==> config.mk <==
export PLATFORM = sky130hd
export DESIGN_NAME = mda_motor_pwm_gen_flat
export DESIGN_NICKNAME = d
export VERILOG_FILES = /design/src/rtl/mda_motor_pwm_gen_if.sv /design/src/rtl/mda_motor_pwm_gen.sv /design/src/flat_wrapper.sv
export SDC_FILE = /design/constraint.sdc
export NUM_CORES = 1
export LEC_CHECK = 0
export ABC_AREA = 1
export ABC_CLOCK_PERIOD_IN_PS = 2200
export CAP_MARGIN = 20
export CORE_ASPECT_RATIO = 1.4
export CORE_MARGIN = 2
export CORE_UTILIZATION = 31
export DETAILED_ROUTE_END_ITERATION = 8
export MAX_ROUTING_LAYER = met4
export PLACE_DENSITY = 0.51
export SYNTH_ARGS = -nofsm -noshare
export SYNTH_HDL_FRONTEND = slang
export SYNTH_SLANG_ARGS = --single-unit
==> constraint.sdc <==
create_clock -name clk -period 2.2 [get_ports clk]
set_clock_uncertainty 0.1 [all_clocks]
set_input_delay 0.33 -clock clk [delete_from_list [all_inputs] [get_ports clk]]
set_output_delay 0.33 -clock clk [all_outputs]
set_load 0.02 [all_outputs]
==> src/rtl/mda_motor_pwm_gen_if.sv <==
// rtl/mda_motor_pwm_gen_if.sv - command handshake bundle for the motor PWM generator
interface mda_motor_pwm_gen_if;
  logic [9:0] cmd_duty;
  logic       cmd_dir;
  logic       cmd_valid;
  logic       cmd_ready;

  modport master (output cmd_duty, output cmd_dir, output cmd_valid, input cmd_ready);
  modport slave  (input cmd_duty, input cmd_dir, input cmd_valid, output cmd_ready);
endinterface

==> src/rtl/mda_motor_pwm_gen.sv <==
// rtl/mda_motor_pwm_gen.sv - H-bridge PWM generator with boundary-aligned commands and reversal gap
module mda_motor_pwm_gen #(
  parameter int PERIOD  = 1000,
  parameter int REV_GAP = 1024
) (
  input  logic                      clk,
  input  logic                      reset_n,
  input  logic                      enable,
  mda_motor_pwm_gen_if.slave        cmd,
  output logic                      dir,
  output logic                      on,
  output logic                      period_start,
  output logic                      reversing
);
  typedef enum logic [1:0] {IDLE, RUN, REV} state_t;

  localparam logic [9:0]  LAST     = 10'(PERIOD - 1);
  localparam logic [9:0]  FULL     = 10'(PERIOD);
  localparam logic [11:0] GAP_LAST = 12'(REV_GAP - 1);

  state_t      state, state_nx;
  logic [9:0]  cnt;
  logic [9:0]  active_duty, duty_nx;
  logic [9:0]  pend_duty;
  logic        pend_dir, pend_valid;
  logic        dir_nx;
  logic [11:0] gap, gap_nx;
  logic        wait_zero, wait_zero_nx;
  logic        boundary, accept, apply;

  assign boundary      = (cnt == LAST);
  assign cmd.cmd_ready = !pend_valid && (state != REV);
  assign accept        = cmd.cmd_valid && cmd.cmd_ready;
  assign apply         = boundary && pend_valid;
  assign reversing     = (state == REV);

  always_ff @(posedge clk or negedge reset_n) begin
    if (!reset_n) begin
      cnt <= '0;
    end else begin
      cnt <= boundary ? 10'd0 : cnt + 10'd1;
    end
  end

  always_ff @(posedge clk or negedge reset_n) begin
    if (!reset_n) begin
      pend_valid <= 1'b0;
      pend_dir   <= 1'b0;
      pend_duty  <= '0;
    end else if (accept) begin
      pend_valid <= 1'b1;
      pend_dir   <= cmd.cmd_dir;
      pend_duty  <= (cmd.cmd_duty > FULL) ? FULL : cmd.cmd_duty;
    end else if (apply) begin
      pend_valid <= 1'b0;
    end
  end

  // The pending register stays frozen through REV (cmd_ready is low), so it
  // still holds the reversal target when the gap expires.
  always_comb begin
    state_nx     = state;
    dir_nx       = dir;
    duty_nx      = active_duty;
    gap_nx       = gap;
    wait_zero_nx = boundary ? 1'b0 : wait_zero;
    if (!enable) begin
      state_nx     = IDLE;
      duty_nx      = '0;
      wait_zero_nx = 1'b0;
      if (apply) dir_nx = pend_dir;
    end else if (state == REV) begin
      if (gap == 12'd0) begin
        dir_nx       = pend_dir;
        duty_nx      = pend_duty;
        state_nx     = (pend_duty != 10'd0) ? RUN : IDLE;
        // Post-reversal duty must wait for the next period start.
        wait_zero_nx = !boundary;
      end else begin
        gap_nx = gap - 12'd1;
      end
    end else if (apply) begin
      if (state == RUN && pend_dir != dir) begin
        state_nx = REV;
        gap_nx   = GAP_LAST;
      end else begin
        dir_nx   = pend_dir;
        duty_nx  = pend_duty;
        state_nx = (pend_duty != 10'd0) ? RUN : IDLE;
      end
    end
  end

  always_ff @(posedge clk or negedge reset_n) begin
    if (!reset_n) begin
      state        <= IDLE;
      dir          <= 1'b0;
      active_duty  <= '0;
      gap          <= '0;
      wait_zero    <= 1'b0;
      on           <= 1'b0;
      period_start <= 1'b0;
    end else begin
      state        <= state_nx;
      dir          <= dir_nx;
      active_duty  <= duty_nx;
      gap          <= gap_nx;
      wait_zero    <= wait_zero_nx;
      on           <= enable && (state == RUN) && !wait_zero && (cnt < active_duty);
      period_start <= (cnt == 10'd0);
    end
  end
endmodule

==> src/flat_wrapper.sv <==
// flat-port wrapper written by rule: the top's interface ports become plain ports
module mda_motor_pwm_gen_flat 
#(
  parameter int PERIOD  = 1000,
  parameter int REV_GAP = 1024
)
  (clk, reset_n, enable, dir, on, period_start, reversing, cmd_cmd_duty, cmd_cmd_dir, cmd_cmd_valid, cmd_cmd_ready);
  mda_motor_pwm_gen_if cmd_i ();
  input  logic clk;
  input  logic reset_n;
  input  logic enable;
  output logic dir;
  output logic on;
  output logic period_start;
  output logic reversing;
  input wire logic [$bits(cmd_i.cmd_duty)-1:0] cmd_cmd_duty;
  input wire logic [$bits(cmd_i.cmd_dir)-1:0] cmd_cmd_dir;
  input wire logic [$bits(cmd_i.cmd_valid)-1:0] cmd_cmd_valid;
  output wire logic [$bits(cmd_i.cmd_ready)-1:0] cmd_cmd_ready;
  assign cmd_i.cmd_duty = cmd_cmd_duty;
  assign cmd_i.cmd_dir = cmd_cmd_dir;
  assign cmd_i.cmd_valid = cmd_cmd_valid;
  assign cmd_cmd_ready = cmd_i.cmd_ready;
  mda_motor_pwm_gen #(.PERIOD(PERIOD), .REV_GAP(REV_GAP)) u_core (.clk(clk), .reset_n(reset_n), .enable(enable), .cmd(cmd_i), .dir(dir), .on(on), .period_start(period_start), .reversing(reversing));
endmodule
* Word level (Yosys, flattened, before mapping)
Cells that the tools add are included.
** Word-level totals
- Register bits after elaboration :: 50
- Bits of input ports :: 15
- Logic and storage cells :: 74
** Cells by class
- $add $sub $neg :: 2
- Order comparisons :: 2
- Equality and inequality tests :: 9
- Multiplexer cells :: 29
- Reductions and logical operators :: 21
** Operator list (number)
- $mux 10 :: 7
- $mux 12 :: 4
- $mux 1 :: 13
- $logic_not 12->1 :: 1
- $sub 12x1->12 const B :: 1
- $add 10x1->10 const B :: 1
- $eq 10x10->1 const B :: 1
- $gt 10x10->1 const B :: 1
- $logic_not 10->1 :: 1
- $lt 10x10->1 :: 1
- $mux 2 :: 5
- $reduce_bool 10->1 :: 1
- $reduce_and 4->1 :: 2
- $reduce_bool 2->1 :: 4
- $logic_and 1x1->1 :: 7
- $ne 2x2->1 const B :: 2
- $logic_not 1->1 :: 3
- $ne 3x1->1 const B :: 1
- $ne 3x2->1 const B :: 1
- $ne 3x3->1 const B :: 1
- $reduce_and 3->1 :: 1
- $eq 2x1->1 const B :: 1
- $eq 2x2->1 const B :: 1
- $reduce_and 2->1 :: 1
- $ne 1x1->1 :: 1

* Logic depth before layout (Yosys ltp)
Gate-level depths: netlist (run 1).
- Depth in word-level cells :: 6
- Mapped depth :: 12

* Worst setup path after synthesis (run 1)
Ideal clock, no wire load.
- Path kind :: register to output
- Start :: reg u_core.state[0]
- End :: out cmd_cmd_ready
- Arrival :: 1.251 ns
- Data required time :: 1.770 ns
- Slack :: 0.519 ns
- Cell stages (with the launch flop) :: 6
- Buffers on the path :: 1
- Cell sequence :: dfrtp_1 inv_1 nand2_2 inv_1 clkbuf_1 nor2_1
** Between the ends
- Longest elaborated chain between the ends :: 2
** RTL lines
- start, declared :: RTL line mda_motor_pwm_gen.sv:21 : state_t state, state_nx;
- start signal, assigned :: RTL line mda_motor_pwm_gen.sv:104 : state <= state_nx;
- $ne 2x2->1 :: RTL line mda_motor_pwm_gen.sv:32 : assign cmd.cmd_ready = !pend_valid && (state != REV);
- $logic_and 1x1->1 :: RTL line mda_motor_pwm_gen.sv:32
- end, declared :: RTL line flat_wrapper.sv:19 : output wire logic [$bits(cmd_i.cmd_ready)-1:0] cmd_cmd_ready;
Every way passes these cells.

* Worst setup path in the final report (run 1)
- Start :: reg u_core.state[1]
- End :: out cmd_cmd_ready
The elaborated chain is that of the path after synthesis.

==> flow_summary.json, run 1 <==
{
  "status": "finished clean",
  "seq_power_share": 0.496,
  "routedWlPerCell_um": 12.66,
  "yosysTopAreaCell": "dfrtp_1",
  "met3_usage": 0.02654,
  "slowest_delay_ps": 610,
  "p_int_mw": 1.476,
  "final_net_count": 436,
  "ff2ff_setup_slack_ps": 320,
  "fin_cells": 516,
  "grt_max_degree": 51,
  "cp.required_ps": 1770,
  "globalRouteTotalUtil": 0.1485,
  "ant_nets": 0,
  "final.period_utilization": 0.9080,
  "power_density_nw_per_um2": 545.9,
  "cts_tree": "done",
  "multi_input_area_sq_um": 1408,
  "leakage_nw": 1.789,
  "synthToLayoutAreaGrowth_pct": 16.49,
  "drive_gt1_frac": 0.1149,
  "clk_latency_ps": 290,
  "postSynthCellCount": 384,
  "numCtsBuffers": 5,
  "rows": 41,
  "timing.fmax_ghz": 0.5006,
  "crit_path_end_kind": "primary output",
  "hold_viol_final": 0,
  "ir_worst_vdd_mv": 0.2467,
  "grt-busiest-layer": "met2",
  "antenna_found_initial": 0,
  "r2r_start": "u_core.cnt[1]",
  "yosysTopAreaCellShare": 0.4294,
  "ctsResizeCount": 0,
  "met2_usage": 0.2578,
  "first_global_vias": 2433,
  "setup_tns_ps": 0,
  "vias_per_cell": 4.707,
  "cp_data_arrival_time_ps": 1570,
  "coreArea_sq_um": 9080,
  "synth_edf_count": 0,
  "setup_violations": 0,
  "htreeDepth": 2,
  "place_congestion": 0.8140,
  "yosysSeqAreaShare": 0.4294,
  "synth-main-ff-cell": "dfrtp_1",
  "tightest_slew_ps": 656.5,
  "rsz0062_at_grt": "false",
  "critPathMaxFanout": 3,
  "critPathKind": "flip-flop to primary output",
  "crit_slowest_cell": "clkdlybuf4s50_1",
  "slew_viol_final": 0,
  "pwr-share-comb": 0.032,
  "ios": 20,
  "grt_pass1_wl_um": 11710,
  "fillers": 949,
  "fp.dieW_um": 85.94,
  "switchingPower_mw": 0.3765,
  "clkSlewWorstSetupHoldPaths_ps": 60,
  "dp.cells": 508,
  "slew_headroom": 0.5623,
  "path_delay_family": "buffers and inverters",
  "clk_path_buf_depth": 2,
  "min_period_ps": 1998,
  "post-dp-hpwl_um": 5040,
  "yosysUniqueCellTypes": 32,
  "reg2reg_to": "u_core.gap[0]",
  "synth.most_common_cell": "nand2_1",
  "p_sw_frac": 0.2032,
  "start_util": 0.3209,
  "grt_overflow": 0,
  "cp-start-kind": "flip-flop",
  "antenna_cells": 0,
  "ys_warn_count": 0,
  "drt_iter0_drc": 98,
  "use_met1": 0.1688,
  "drv_cap": 0,
  "crit_chain": "nand2_2 -> inv_1 -> nor2_1 -> clkdlybuf4s50_1",
  "syn_nets": 412,
  "whs_ps": 30.40,
  "synth.area.top_cells": "dfrtp_1 (43%), nand2_1 (15%), inv_1 (7.0%)",
  "holdCritPathClass": "input port to asynchronous set/reset pin",
  "crit_buf_inv": 2,
  "post_cts_buffers": 0,
  "drt_pass1_iterations": 4,
  "seq_area_sq_um": 1251,
  "vias": 2429,
  "hold_buffers": 0,
  "synth_common_cells": "nand2_1 (118), inv_1 (54), dfrtp_1 (50)",
  "cts_sinks": 50,
  "worstRegToRegCells": 7,
  "die_h_um": 118.7,
  "drc": 0,
  "synth_area_per_cell_sq_um": 7.589,
  "pwr-share-clk": 0.472,
  "synth_area_sq_um": 2914,
  "die-area_sq_um": 10200,
  "ys_seq_elements": 50,
  "io_buffers": 19,
  "synthArstFlopShare": 1.000,
  "clock-root-buffer": "clkbuf_16",
  "wl_um": 6532
}
[metal layers]
layer | up-vias | wire, um | share of wire
met5 | - | 0 | 0
li1 | 1270 | - | -
met3 | 9 | 152 | 0.023
met4 | 0 | 122 | 0.019
met2 | 24 | 3513 | 0.54
met1 | 1126 | 2743 | 0.42
[power by group through the flow]
stage                     Sequential [mW]  Combinational (mW)  Clock (mW)
after floorplan                     0.937              0.0112           0
after global placement              0.936              0.0623           0
after detailed placement            0.936              0.0628           0
after CTS                           0.918              0.0632       0.909
after global routing                0.918              0.0698       0.946
final                               0.919              0.0601       0.874
[sequential cells by signal, summed over array words and instances (netlist names)]
name,count
u_core.wait_zero,1
u_core.cnt,10
u_core.on,1
u_core.dir,1
u_core.state,2
u_core.pend_valid,1
u_core.active_duty,10
u_core.gap,12
u_core.pend_duty,10
u_core.period_start,1
u_core.pend_dir,1
[per-stage QoR]
stage | setup WS, ps | util | area (sq um) | power, mW
6_report | 202.3 | 0.3738 | 3395 | 1.853
5_1_grt | 98.36 | 0.3738 | 3395 | 1.934
4_1_cts | 155.7 | 0.3738 | 3395 | 1.891
3_5_place_dp | 200.7 | 0.3557 | 3229 | 0.9993
3_3_place_gp | 244.9 | 0.3557 | 3229 | 0.9988
2_1_floorplan | 519.1 | - | 2914 | 0.9479
[logic make-up (layout without fill, tap and decap cells)]
family	after synthesis	count (layout)	share of synthesized area
AO/OA/AOI/OAI	34	34	0.06441
XOR/XNOR	1	1	0.003006
adder cells (fa/ha/maj)	13	13	0.05582
buffers and inverters	63	88	0.08759
flip-flops	50	50	0.4294
AND/OR/NAND/NOR	223	223	0.3598
[cells in the final DEF, fill, tap and decap left out, types with 2 or more instances in the layout]
cell / n
nand2_1: 118
inv_1: 54
dfrtp_1: 50
nor2_1: 27
nand3_1: 25
clkdlybuf4s50_1: 18
o21ai_0: 17
nand2_2: 16
nand4_1: 15
ha_1: 13
a21oi_1: 9
buf_4: 6
clkbuf_16: 5
nor2_2: 4
nor3_1: 3
nor2_4: 3
or2_2: 3
a211oi_1: 2
nand3_2: 2
nand2_4: 2
o22ai_1: 2
nand3b_1: 2
clkinv_2: 2
[worst max-delay path by stage]
stage                     from       endpoint  cells after the start
2_1_floorplan  u_core.state[0]  cmd_cmd_ready                      5
4_1_cts        u_core.state[1]  cmd_cmd_ready                      4
6_report       u_core.state[1]  cmd_cmd_ready                      4
3_5_place_dp            enable  u_core.gap[0]                      7
5_1_grt        u_core.state[1]  cmd_cmd_ready                      4
3_3_place_gp            enable  u_core.gap[0]                      7
[final cells by class]
class / count / share of cell area
Multi-Input combinational cell: 271 / 0.4147
Sequential cell: 50 / 0.3686
Timing Repair Buffer: 25 / 0.06782
Inverter: 55 / 0.06082
Tap cell: 107 / 0.03944
Clock buffer: 5 / 0.03686
Clock inverter: 3 / 0.01180
No activity file was read; power rests on OpenSTA's default activity.
==> inputs of run 2 (changes only) <==
CAP_MARGIN = not set   (was 20)
==> results of run 2 <==
Same layout as run 1: the final DEF is identical, and so are final timing and power.
